## src/rtl/dictmem_scheduler.sv

```systemverilog
// dictmem_scheduler: shares the single-port DictMem ROM between the processor load path (P)
// and the dictionary-scan engine (S), then tags each returned word back to its requester.
module dictmem_scheduler #(
    parameter int AW           = 12,
    parameter int DW           = 32,
    parameter int RD_LAT       = 1,
    parameter int STARVE_LIMIT = 8,
    parameter int BURST_MAX    = 16
) (
    input  logic          clock,
    input  logic          reset_n,
    input  logic          p_req,
    input  logic [AW-1:0] p_addr,
    output logic          p_gnt,
    output logic          p_rvalid,
    output logic [DW-1:0] p_rdata,
    input  logic          s_req,
    input  logic [AW-1:0] s_addr,
    input  logic          s_lock,
    output logic          s_gnt,
    output logic          s_rvalid,
    output logic [DW-1:0] s_rdata,
    output logic [AW-1:0] rom_addr,
    input  logic [DW-1:0] rom_q,
    output logic          starve_force
);

    localparam int SCW = $clog2(STARVE_LIMIT + 1);
    localparam int BCW = $clog2(BURST_MAX + 1);
    localparam logic [SCW-1:0] STARVE_TOP = SCW'(STARVE_LIMIT - 1);
    localparam logic [BCW-1:0] BURST_TOP  = BCW'(BURST_MAX - 1);

    typedef enum logic {ARB, S_BURST} state_e;

    state_e            state_q, state_d;
    logic [SCW-1:0]    starve_cnt_q, starve_cnt_d;
    logic [BCW-1:0]    burst_cnt_q, burst_cnt_d;
    logic              p_owed_q, p_owed_d;
    logic [AW-1:0]     addr_q, addr_d;
    logic [RD_LAT-1:0] vld_q, vld_d, id_q, id_d;
    logic [DW-1:0]     p_rdata_q, p_rdata_d, s_rdata_q, s_rdata_d;
    logic              p_win, s_win, force_win;

    always_comb begin
        // NOTE: every signal written here gets a default first, so no latch can be inferred.
        state_d     = state_q;
        burst_cnt_d = burst_cnt_q;
        p_owed_d    = p_owed_q;
        p_win       = 1'b0;
        s_win       = 1'b0;
        force_win   = 1'b0;
        unique case (state_q)
            ARB: begin
                if (p_req && p_owed_q) begin
                    p_win = 1'b1;
                end else if (s_req && starve_cnt_q == STARVE_TOP) begin
                    s_win     = 1'b1;
                    force_win = 1'b1;
                end else if (p_req) begin
                    p_win = 1'b1;
                end else if (s_req) begin
                    s_win = 1'b1;
                end
                if (s_win && s_lock) begin
                    burst_cnt_d = BCW'(1);
                    if (BURST_MAX > 1) state_d = S_BURST;
                    else               p_owed_d = p_req;
                end
            end
            S_BURST: begin
                s_win = s_req;
                if (s_req) burst_cnt_d = burst_cnt_q + 1'b1;
                // A full-length burst owes P the next slot so S cannot immediately re-lock.
                if (s_req && burst_cnt_q == BURST_TOP) begin
                    state_d  = ARB;
                    p_owed_d = p_req;
                end else if (!s_req || !s_lock) begin
                    state_d = ARB;
                end
            end
            default: state_d = ARB;
        endcase
        if (p_win || !p_req) p_owed_d = 1'b0;
    end

    // Grants are forced low while reset is held so nothing reaches the ROM.
    assign p_gnt        = p_win & reset_n;
    assign s_gnt        = s_win & reset_n;
    assign starve_force = force_win & reset_n;

    always_comb begin
        starve_cnt_d = starve_cnt_q;
        if (!s_req || s_gnt)                starve_cnt_d = '0;
        else if (starve_cnt_q != STARVE_TOP) starve_cnt_d = starve_cnt_q + 1'b1;
    end

    always_comb begin
        addr_d = addr_q;
        if (p_gnt)      addr_d = p_addr;
        else if (s_gnt) addr_d = s_addr;
        vld_d[0] = p_gnt | s_gnt;
        id_d[0]  = s_gnt;
        for (int i = 1; i < RD_LAT; i++) begin
            vld_d[i] = vld_q[i-1];
            id_d[i]  = id_q[i-1];
        end
        p_rdata_d = p_rvalid ? rom_q : p_rdata_q;
        s_rdata_d = s_rvalid ? rom_q : s_rdata_q;
    end

    assign p_rvalid = vld_q[RD_LAT-1] & ~id_q[RD_LAT-1];
    assign s_rvalid = vld_q[RD_LAT-1] &  id_q[RD_LAT-1];
    assign rom_addr = addr_d;
    assign p_rdata  = p_rdata_d;
    assign s_rdata  = s_rdata_d;

    always_ff @(posedge clock or negedge reset_n) begin
        if (!reset_n) begin
            state_q      <= ARB;
            starve_cnt_q <= '0;
            burst_cnt_q  <= '0;
            p_owed_q     <= 1'b0;
            addr_q       <= '0;
            // NOTE: the latency pipe is reset so reads in flight at reset never produce an rvalid.
            vld_q        <= '0;
            id_q         <= '0;
            p_rdata_q    <= '0;
            s_rdata_q    <= '0;
        end else begin
            // NOTE: non-blocking assignments make every flop update from pre-edge values.
            state_q      <= state_d;
            starve_cnt_q <= starve_cnt_d;
            burst_cnt_q  <= burst_cnt_d;
            p_owed_q     <= p_owed_d;
            addr_q       <= addr_d;
            vld_q        <= vld_d;
            id_q         <= id_d;
            p_rdata_q    <= p_rdata_d;
            s_rdata_q    <= s_rdata_d;
        end
    end

endmodule

```

## config.mk

```make
export PLATFORM = sky130hd
export DESIGN_NAME = dictmem_scheduler
export DESIGN_NICKNAME = d
export VERILOG_FILES = /design/src/rtl/dictmem_scheduler.sv
export SDC_FILE = /design/constraint.sdc
export NUM_CORES = 1
export LEC_CHECK = 0
export BUFFER_PORTS_ARGS = -buffer_cell sky130_fd_sc_hd__buf_2
export CAP_MARGIN = 20
export CORE_MARGIN = 2
export CORE_UTILIZATION = 41
export CTS_BUF_LIST = sky130_fd_sc_hd__clkbuf_8
export CTS_CLUSTER_DIAMETER = 80
export DETAILED_ROUTE_END_ITERATION = 6
export PLACE_DENSITY = 0.71
export SYNTH_ARGS = -nofsm -noshare
export SYNTH_HDL_FRONTEND = slang
export SYNTH_SLANG_ARGS = --single-unit
```

## constraint.sdc

```tcl
create_clock -name clock -period 1.5 [get_ports clock]
set_input_delay 0.225 -clock clock [delete_from_list [all_inputs] [get_ports clock]]
set_output_delay 0.225 -clock clock [all_outputs]
set_load 0.01 [all_outputs]
```

After elaboration in Yosys (flattened, before gate mapping)
Cells that the tools add are included.

Add/sub/neg operators: 2. Equality and inequality tests: 7. Multiply operators: 0. Reduce and logical (&&, ||, !) cells: 13. Shifts and indexed selects: 0. Multiplexer cells: 29. Bitwise operators: 8. Magnitude comparators: 0. Div/mod/pow operators: 0.

Operator list (number): $mux W32 (2); $mux W12 (2); $mux W1 (18); $mux W5 (2); $pmux W5 S2 (1); $mux W4 (2); $ne A2 B2 Y1 const B (3); $add A5 B1 Y5 const B (1); $and A1 B1 Y1 (5); $eq A5 B4 Y1 const B (1); $add A4 B1 Y4 const B (1); $eq A4 B3 Y1 const B (1); $logic_and A1 B1 Y1 (4); $ne A4 B3 Y1 const B (1); $pmux W1 S2 (2); $reduce_and A2 Y1 (2); $logic_not A1 Y1 (3); $logic_or A1 B1 Y1 (3); $ne A3 B1 Y1 const B (1); $not A1 Y1 (2); $reduce_bool A2 Y1 (1); $or A1 B1 Y1 (1).

Bits in latches: 0. Output and inout bits: 81. Memory bits (writable): 0. Memory bits (read-only): 0. Memories kept: 0. Bits of input ports: 61. Register bits: 89.

Logic depth before layout (Yosys ltp)
Gate-level depths: netlist of run 1.

Depth after elaboration: 9. Mapped depth: 5. Gate-level depth less buffers: 5.

Worst setup path before layout of run 1
Ideal clock, no wire load.

Path kind: register -> output. From: register starve_cnt_q[0]. To: output rom_addr[0]. Path buffers: 1. Stages on the path, launching flop included: 6. Path slack: -0.156 ns. Data arrival time: 1.431 ns. Path through: dfrtp_1 > ha_1 > nand3b_4 > o311ai_4 > buf_6 > o221a_1.

Word-level cells in the longest chain between the ends: 9. Elaborated cells between the ends (all ways): 13. Those cells by class: 1 x eq/ne; 9 x mux; 2 x bitwise; 1 x reduce/logical.

Ends and longest elaborated chain: start: declaration (RTL line 36) `logic [SCW-1:0] starve_cnt_q, starve_cnt_d;`; start signal: assignment (RTL line 132) `starve_cnt_q <= starve_cnt_d;`; $eq A4 B3 Y1 (*) (RTL line 56) `end else if (s_req && starve_cnt_q == STARVE_TOP) begin`; $logic_and A1 B1 Y1 (*) (RTL line 56); $mux W1 (RTL line 56); $mux W1 (RTL line 54) `if (p_req && p_owed_q) begin`; $mux W1 (RTL line 52) `unique case (state_q)`; $pmux W1 S2 (RTL line 52); $and A1 B1 Y1 (RTL line 88) `assign s_gnt = s_win & reset_n;`; $mux W12 (RTL line 100) `else if (s_gnt) addr_d = s_addr;`; $mux W12 (*) (RTL line 99) `if (p_gnt) addr_d = p_addr;`; end: declaration (RTL line 23) `output logic [AW-1:0] rom_addr,`.

Mark *: on every way between the ends. The rest lies on a longest branch, timed or not. The select of a mux whose other input is x is not followed.

Final worst setup path of run 1
From: register starve_cnt_q[1]. To: output rom_addr[2].

Same word-level chain as after synthesis.

==> flow_summary_export.csv, run 1 <==
group,metric,value,unit
synthesis,yosysUniqueCellTypes,36,
clocking,clock_latency,0.34,ns
synthesis,synth_area_per_cell,13.7,um^2
worst_setup_path,crit_end,"rom_addr[2]",
routing,drtPass1Iterations,4,
timing,min_period,2.11,ns
clocking,numCtsBuffers,9,
synthesis,ys.flop_type,"dfrtp_1",
power_and_ir_drop,p_per_area,1180,mW/mm^2
routing,antenna_left,0,
routing,via_per_inst,5.16,
die,fp-row-count,34,
synthesis,ys_warn_count,0,
power_and_ir_drop,p_sw_share,28.0,%
global_route,antenna_found_initial,0,
synthesis,ys_seq_elements,89,
clocking,clockBufferDepth,2,
worst_setup_path,startpoint_type,"flop",
die,core_region_area,0.00876,mm^2
global_route,grt-ovfl-total,0,
routing,drt_wl_total,11.5,mm
global_route,grt_pass1_wl,18.0,mm
placement,gp_congestion,0.805,
status,violations,"negative setup slack",
routing,vias,3118,
routing,wl_per_cell,19.1,um
die,die_y,99.2,um
synthesis,postSynthCellCount,272,
worst_setup_path,critical_path_class,"reg2out",
global_route,grt_usage,23.5,%
layout,drive_above_1_share,67.3,%
synthesis,synth_top_area_share,60.0,%
timing,setup_ws,-0.610,ns
synthesis,synth.most_common_cell,"dfrtp_1",
power_and_ir_drop,p_sw,2.18,mW
global_route,grt_pass1_vias,3353,
timing,hold_violations,0,
routing,drc,0,
worst_setup_path,end_kind,"output pin",
global_route,grt_max_degree,49,
flow_run,drv_cap,0,
worst_setup_path,reg2regPathDepth,6,
worst_setup_path,worst-r2r-setup-slack,-0.12,ns
die,ios,142,
timing,worst_slew_pin_slew,0.620,ns
clocking,cts_tree,"yes",
die,die_w,99.2,um
worst_setup_path,r2r_end,"addr_q[2]$_DFF_PN0_",
power_and_ir_drop,pwr-share-comb,39.0,%
worst_hold_path,hp-class,"in2reg",
die,die-area,0.00983,mm^2
power_and_ir_drop,sequentialPowerShare,39.2,%
worst_setup_path,cp.arrival,1.88,ns
timing,finalSetupTns,-33.48,ns
timing,slew_headroom,58.6,%
timing,rsz0062_at_grt,"true",
routing,drtIter0Drc,167,
synthesis,syn-cell-area,0.00371,mm^2
status,outcome,"finished, violations left",
clocking,clkTransAtPathRegs,0.09,ns
die,initial_core_util,42.4,%
synthesis,synth_area_leader_cell,"dfrtp_1",
timing,period_share,141,%
worst_setup_path,worstReg2RegStart,"starve_cnt_q[1]$_DFFE_PN0P_",
clocking,cts_root_buf,"clkbuf_8",
worst_setup_path,worstPathMaxFanout,6,
clocking,htree_levels,3,
synthesis,ys_async_sr_fraction,100,%
layout,antenna_cells,0,
timing,setup_viol,91,
timing,fmax,474,MHz
timing,finalClockSkew,0.0105,ns
worst_setup_path,worstPathRequired,1.27,ns
synthesis,synth_edf_count,0,
placement,dp_hpwl,6.24,mm
clocking,cts.sinks,89,
power_and_ir_drop,total_power,7.77,mW
synthesis,synth_fp_nets,336,
synthesis,ys_top_cells_by_count,"dfrtp_1, mux2_2, nor2_1, a21oi_1, o22ai_1",
synthesis,seq_area_frac_synth,60.0,%
layout,area_delta_synth_final,76.8,%
power_and_ir_drop,power.leakage,3.31,nW
synthesis,synth.area.top_cells,"dfrtp_1, mux2_2, o221a_1, a21oi_1, o22ai_1",
power_and_ir_drop,vdd_drop_max,0.000708,V
power_and_ir_drop,p_int,5.59,mW
layout,layout.nets,556,
power_and_ir_drop,pwr-share-clk,21.8,%
layout,utilization,74.9,%
worst_setup_path,cp-startpoint,"starve_cnt_q[1]$_DFFE_PN0P_",
placement,io_buffers,141,
timing,drv_slew,0,
critical path, stage by stage, from the launching register on:
cell and delay, ns:
dfrtp_1 0.41, ha_4 0.18, nand4bb_1 0.14, or2_4 0.29
buf_12 0.15, o221a_1 0.23, buf_2 0.15
stage by stage:
stage | hold slack, ns | area [um^2] | worst slack, ns | std cells
final | 0.141 | 6570 | -0.610 | 604
after global routing | 0.125 | 6570 | -0.700 | 604
after CTS | 0.117 | 6420 | -0.578 | 590
after detailed placement | 0.245 | 4830 | -0.230 | 534
after global placement | 0.238 | 4830 | -0.175 | 534
after floorplan | -0.0706 | 3810 | -0.0976 | 272
sequential cells by signal (all words and copies together), names as in the netlist:
name	flops
addr_q	12
starve_cnt_q	4
vld_q	1
p_owed_q	1
state_q	1
p_rdata_q	32
burst_cnt_q	5
id_q	1
s_rdata_q	32
cell type report:
cell class	instances	area, um^2
flip-flops and latches	89	2230
fillers	555	2200
repair buffers	224	2130
multi-input cells	160	1830
clock buffers	11	151
well taps	108	135
clock inverters	4	51.3
inverters	8	40.0
layer usage:
layer	routed length, um	global-route usage, %	share of wire [%]
met1	4690	30.7	41
met2	6230	41.1	54
met3	416	3.79	3.6
met4	168	6.11	1.5
met5	0	0	0
power by group through the flow:
stage	Combinational, mW	Sequential [mW]	Clock [mW]
2_1_floorplan	1.01	2.98	0
3_3_place_gp	1.67	3.01	0
3_5_place_dp	1.73	3.04	0
4_1_cts	2.88	3.02	1.72
5_1_grt	3.21	3.09	1.85
6_report	3.03	3.04	1.69
worst min path at each step:
stage | startpoint | to | slack, ns | depth (start not counted)
detailed placement | reset_n | addr_q[8]$_DFF_PN0_ | 0.25 | 2
global route | rom_q[27] | p_rdata_q[27]$_DFF_PN0_ | 0.12 | 2
floorplan | reset_n | addr_q[0]$_DFF_PN0_ | -0.07 | 0
global placement | reset_n | addr_q[10]$_DFF_PN0_ | 0.24 | 2
finish | rom_q[7] | p_rdata_q[7]$_DFF_PN0_ | 0.14 | 2
CTS | s_lock | state_q$_DFF_PN0_ | 0.12 | 3
cell usage in the layout (no fill, tap or decap), types with 7 or more instances in the layout:
cell	count
buf_2	61
mux2_4	64
a21oi_1	15
buf_16	7
nor2_1	17
o22ai_1	12
o221a_4	11
clkbuf_8	11
buf_6	94
buf_12	8
dfrtp_1	88
buf_4	52
kinds of logic after synthesis:
| kind of cell | Yosys count | synth area share [%] |
|---|---|---|
| compound gates | 53 | 10.8 |
| fa+ha+maj | 3 | 1.01 |
| mux | 65 | 19.7 |
| flops | 89 | 60.0 |
| buf+inv | 23 | 3.10 |
| xor+xnor | 1 | 0.236 |
| simple gates | 38 | 5.16 |
timing repair:
action | CTS | global route
resized for setup | 180 | 22
hold buffers | 1 | 0
gates cloned | 9 | 0
pin swaps | 19 | 11
endpoints found under the hold margin | 6 | 0
endpoints found under the setup margin | 87 | 108
buffers inserted | 32 | 20
(Power assumes the default switching activity.)
==> run 2: changes to the inputs <==
--- a/config.mk
+++ b/config.mk
@@ -12,7 +12,7 @@
 export CTS_BUF_LIST = sky130_fd_sc_hd__clkbuf_8
 export CTS_CLUSTER_DIAMETER = 80
 export DETAILED_ROUTE_END_ITERATION = 6
-export PLACE_DENSITY = 0.71
+export PLACE_DENSITY = 0.69
 export SYNTH_ARGS = -nofsm -noshare
 export SYNTH_HDL_FRONTEND = slang
 export SYNTH_SLANG_ARGS = --single-unit
==> constraint.sdc (replaced) <==
create_clock -name clock -period 2.4 [get_ports clock]
set_input_delay 0.36 -clock clock [delete_from_list [all_inputs] [get_ports clock]]
set_output_delay 0.36 -clock clock [all_outputs]
set_load 0.01 [all_outputs]
==> flow_summary_export.csv, run 2 (synthesized netlist as in run 1, its figures left out) <==
group,metric,value,unit
status,outcome,"complete, no violations",
global_route,grt_usage,16.8,%
layout,layout_common_cells,"buf_2, dfrtp_1, mux2_2",
timing,rsz0062_at_grt,"false",
routing,drtIter0Drc,61,
layout,fillers,775,
layout,ff_latch_area,0.00223,mm^2
routing,antenna_left,0,
layout,drive_above_1_share,55.8,%
layout,reg_top3,"p_rdata_q (32), s_rdata_q (32), addr_q (12)",
timing,finalClockSkew,0.00918,ns
die,fp-row-count,34,
clocking,cts_tree,"yes",
power_and_ir_drop,power.leakage,2.30,nW
routing,via_per_inst,5.18,
placement,placed_area,0.00454,mm^2
global_route,grt_pass1_vias,2792,
worst_setup_path,end_kind,"output pin",
global_route,antenna_found_initial,0,
flow_run,drv_cap,0,
worst_setup_path,critical_path_class,"reg2out",
worst_setup_path,startpoint_type,"flop",
global_route,grt_util_met1,21.9,%
global_route,grt_pass1_wl,13.3,mm
layout,antenna_cells,0,
layout,layout.nets,482,
routing,vias,2750,
worst_setup_path,cp.arrival,1.90,ns
worst_setup_path,reg2regPathDepth,5,
worst_setup_path,cp-startpoint,"starve_cnt_q[0]$_DFFE_PN0P_",
clocking,htree_levels,3,
layout,area_delta_synth_final,28.2,%
timing,fmax,443,MHz
worst_setup_path,worstReg2RegStart,"starve_cnt_q[0]$_DFFE_PN0P_",
global_route,use_met2,28.2,%
global_route,grt-ovfl-total,0,
clocking,numCtsBuffers,9,
power_and_ir_drop,p_per_area,799,mW/mm^2
timing,drv_slew,0,
die,initial_core_util,42.4,%
placement,dp_hpwl,5.79,mm
worst_setup_path,crit_end,"rom_addr[1]",
timing,hold_violations,0,
global_route,grt_max_degree,39,
die,core_region_area,0.00876,mm^2
worst_setup_path,worst-r2r-setup-slack,0.86,ns
die,die_w,99.2,um
layout,stdcell_area,0.00476,mm^2
clocking,clock_latency,0.35,ns
worst_setup_path,worstPathRequired,2.04,ns
timing,period_share,94.1,%
placement,gp_congestion,0.749,
global_route,grt_use_met3,3.44,%
die,die-area,0.00983,mm^2
layout,final_common_cell,"buf_2",
clocking,clkTransAtPathRegs,0.09,ns
timing,min_period,2.26,ns
power_and_ir_drop,vdd_drop_max,0.000308,V
timing,worst_slew_pin_slew,0.529,ns
worst_setup_path,worstPathMaxFanout,12,
routing,drt_wl_total,7.98,mm
placement,io_buffers,141,
timing,finalSetupTns,0,ns
timing,slew_headroom,64.7,%
die,die_y,99.2,um
clocking,clockBufferDepth,2,
global_route,busiest_layer,"met2",
worst_setup_path,r2r_end,"burst_cnt_q[2]$_DFFE_PN0P_",
die,ios,142,
clocking,cts_root_buf,"clkbuf_8",
clocking,cts.sinks,89,
routing,drc,0,
routing,wl_per_cell,15.0,um
routing,drtPass1Iterations,4,
worst_hold_path,hp-class,"in2async",
layout,multiInputGateArea,0.00139,mm^2
timing,setup_viol,0,
[run 2: cell types whose count changed in the layout (fill, tap and decap cells not counted), sizes merged]
| cell | before | now |
|---|---|---|
| inv | 8 | 12 |
| clkinvlp | 1 | 2 |
| bufinv | 1 | 0 |
| clkbuf | 11 | 9 |
| buf | 223 | 149 |
| clkinv | 2 | 1 |
[run 2: how the worst min path moves through the flow]
stage | to | slack, ns | startpoint
2_1_floorplan | addr_q[0]$_DFF_PN0_ | 0.06 | reset_n
3_3_place_gp | addr_q[3]$_DFF_PN0_ | 0.16 | reset_n
3_5_place_dp | addr_q[3]$_DFF_PN0_ | 0.16 | reset_n
4_1_cts | addr_q[8]$_DFF_PN0_ | 0.02 | reset_n
5_1_grt | addr_q[8]$_DFF_PN0_ | 0.03 | reset_n
6_report | addr_q[8]$_DFF_PN0_ | 0.03 | reset_n
[run 2: layout make-up]
| class | count | share of cell area (%) |
|---|---|---|
| multi-input combinational | 160 | 29.2 |
| clock inverter | 7 | 1.13 |
| tap | 108 | 2.84 |
| clock buffer | 9 | 2.60 |
| inverter | 8 | 0.631 |
| timing repair buffer | 150 | 16.9 |
| sequential | 89 | 46.8 |
[run 2: what timing repair did]
item | CTS | global route
setup buffers | 1 | 0
hold buffers | 1 | 0
pin swaps | 1 | 1
gates resized for setup | 1 | 2
hold endpoints to repair | 1 | 0
endpoints found under the setup margin | 13 | 12
[run 2: where the power goes]
group	switching, mW	internal [mW]
Combinational	0.508	0.492
Clock	0.549	0.386
Sequential	0.0919	1.78
[run 2: stage by stage]
step	util, %	power [mW]	cells	setup slack (ns)	hold WS, ns
CTS	54.2	3.86	531	0.0179	0.0181
floorplan	-	2.46	272	0.609	0.0644
global placement	51.8	2.87	513	0.262	0.158
global route	54.3	4.05	531	0.0191	0.0317
detailed placement	51.8	2.91	513	0.178	0.159
finish	54.3	3.80	531	0.142	0.0307
[run 2: routing by layer]
| metal | vias up | part of all wire (%) |
|---|---|---|
| met5 | - | 0 |
| met4 | 0 | 1.0 |
| met3 | 8 | 6.7 |
| met2 | 97 | 49 |
| met1 | 1357 | 43 |
| li1 | 1288 | - |
[run 2: worst max-delay path: stages, from the launching register on]
cell and delay [ns]:
dfrtp_1 0.43, ha_4 0.19, nand4bb_1 0.17, or2_4 0.34, o221a_2 0.28, buf_2 0.14
==> run 3: changes to the inputs <==
--- a/config.mk
+++ b/config.mk
@@ -13,6 +13,7 @@
 export CTS_CLUSTER_DIAMETER = 80
 export DETAILED_ROUTE_END_ITERATION = 6
 export PLACE_DENSITY = 0.69
+export SETUP_SLACK_MARGIN = 0.5
 export SYNTH_ARGS = -nofsm -noshare
 export SYNTH_HDL_FRONTEND = slang
 export SYNTH_SLANG_ARGS = --single-unit
==> flow_summary_export.csv, run 3 (synthesized netlist as in run 1, its figures left out) <==
group,metric,value,unit
timing,finalClockSkew,0.0111,ns
die,ios,142,
global_route,grt_max_degree,39,
die,die-area,0.00983,mm^2
power_and_ir_drop,p_int,3.20,mW
die,die_w,99.2,um
timing,fmax,444,MHz
status,outcome,"complete, no violations",
worst_setup_path,path_buf_inv,1,
timing,finalSetupTns,0,ns
clocking,cts_tree,"yes",
worst_setup_path,worstPathMaxFanout,12,
power_and_ir_drop,pwr-share-comb,37.3,%
power_and_ir_drop,power.leakage,3.07,nW
routing,drt_wl_total,10.5,mm
timing,setup_viol,0,
worst_setup_path,path_delay_family,"simple AND/OR/NAND/NOR gates",
clocking,clockBufferDepth,2,
worst_setup_path,crit_chain,"ha_4, nand4bb_1, or2_4, o221a_2, buf_2",
global_route,grt_pass1_wl,15.6,mm
timing,rsz0062_at_grt,"true",
clocking,numCtsBuffers,9,
power_and_ir_drop,pwr-share-clk,20.9,%
clocking,htree_levels,3,
die,core_region_area,0.00876,mm^2
layout,final_common_cell,"dfrtp_1",
routing,drc,0,
flow_run,drv_cap,0,
timing,period_share,93.9,%
timing,drv_slew,0,
placement,dp_hpwl,5.79,mm
layout,antenna_cells,0,
clocking,cts.sinks,89,
worst_setup_path,slowest_stage,"dfrtp_1",
clocking,clkTransAtPathRegs,0.09,ns
worst_setup_path,end_kind,"output pin",
power_and_ir_drop,vdd_drop_max,0.000354,V
layout,reg_top3,"p_rdata_q (32), s_rdata_q (32), addr_q (12)",
layout,layout_common_cells,"dfrtp_1, buf_2, buf_6",
global_route,grt-ovfl-total,0,
layout,area_delta_synth_final,61.7,%
placement,dp.cells,513,
layout,layout.nets,527,
timing,min_period,2.25,ns
power_and_ir_drop,p_per_area,754,mW/mm^2
routing,antenna_left,0,
power_and_ir_drop,sequentialPowerShare,41.8,%
layout,instances_no_fill,576,
worst_setup_path,slowest_delay,0.44,ns
global_route,antenna_found_initial,0,
global_route,grt_usage,20.3,%
worst_setup_path,worstPathRequired,2.04,ns
die,initial_core_util,42.4,%
die,die_y,99.2,um
placement,gp_congestion,0.749,
worst_hold_path,hp-class,"in2async",
timing,hold_violations,0,
layout,drive_above_1_share,61.5,%
placement,io_buffers,141,
routing,wl_per_cell,18.2,um
layout,fillers,651,
timing,worst_slew_pin_slew,0.472,ns
power_and_ir_drop,p_sw,1.33,mW
clocking,clock_latency,0.35,ns
clocking,cts_root_buf,"clkbuf_8",
global_route,grt_pass1_vias,3026,
worst_setup_path,cp.arrival,1.89,ns
die,fp-row-count,34,
power_and_ir_drop,p_sw_share,29.4,%
worst_setup_path,startpoint_type,"flop",
timing,slew_headroom,68.5,%
placement,placed_area,0.00454,mm^2
routing,drtPass1Iterations,4,
routing,vias,2984,
routing,drtIter0Drc,97,
layout,stdcell_area,0.00601,mm^2
routing,via_per_inst,5.18,
worst_setup_path,critical_path_class,"reg2out",
## run 3: per-stage QoR
step | hold WS [ns] | worst slack (ns) | utilization [%] | power (mW)
finish | 0.0286 | 0.146 | 68.5 | 4.53
global placement | 0.158 | 0.262 | 51.8 | 2.87
detailed placement | 0.159 | 0.178 | 51.8 | 2.91
global route | 0.0270 | 0.0590 | 68.5 | 4.77
CTS | 0.0181 | 0.104 | 64.0 | 4.30
floorplan | 0.0644 | 0.609 | - | 2.46
## run 3: cell type report
type / instances / area (um^2) / area share (%)
multi-input cells: 160 / 1680 / 27.9
repair buffers: 195 / 1760 / 29.3
inverters: 8 / 30.0 / 0.500
clock inverters: 7 / 53.8 / 0.896
well taps: 108 / 135 / 2.25
clock buffers: 9 / 124 / 2.06
flip-flops and latches: 89 / 2230 / 37.1
## run 3: power by group through the flow
stage / registers [mW] / logic (mW) / clock network, mW
floorplan: 1.86 / 0.599 / 0
global placement: 1.88 / 0.982 / 0
detailed placement: 1.90 / 1.01 / 0
CTS: 1.88 / 1.44 / 0.975
global route: 1.92 / 1.80 / 1.05
finish: 1.89 / 1.69 / 0.947
## run 3: layer usage
| metal | up-vias | track usage [%] | routed length, um |
|---|---|---|---|
| li1 | 1377 | - | - |
| met1 | 1514 | 27.2 | 4370 |
| met2 | 86 | 34.2 | 5620 |
| met3 | 7 | 3.51 | 452 |
| met4 | 0 | 5.37 | 59 |
| met5 | - | 0 | 0 |
## run 3: repair_timing
item                                    CTS  global route
hold endpoints to repair                  1             0
gates resized for setup                 106            58
gates cloned                              8             0
buffers inserted                         22            16
endpoints found under the setup margin   79            80
hold buffers                              1             0
pin swaps                                 3             3
## run 3: final timing paths
path / start / end / slack, ns / cells past startpoint
worst max-delay path: starve_cnt_q[0]$_DFFE_PN0P_ / rom_addr[1] / 0.15 / 5
worst min-delay path: reset_n / p_owed_q$_DFFE_PN0P_ / 0.03 / 2
worst max register to register: starve_cnt_q[0]$_DFFE_PN0P_ / starve_cnt_q[2]$_DFFE_PN0P_ / 0.66 / 7
worst min register to register: burst_cnt_q[4]$_DFFE_PN0P_ / burst_cnt_q[4]$_DFFE_PN0P_ / 0.50 / 1
max in group asynchronous: reset_n / s_rdata_q[24]$_DFF_PN0_ / 1.60 / 3
min in group clock: s_lock / state_q$_DFF_PN0_ / 0.26 / 3
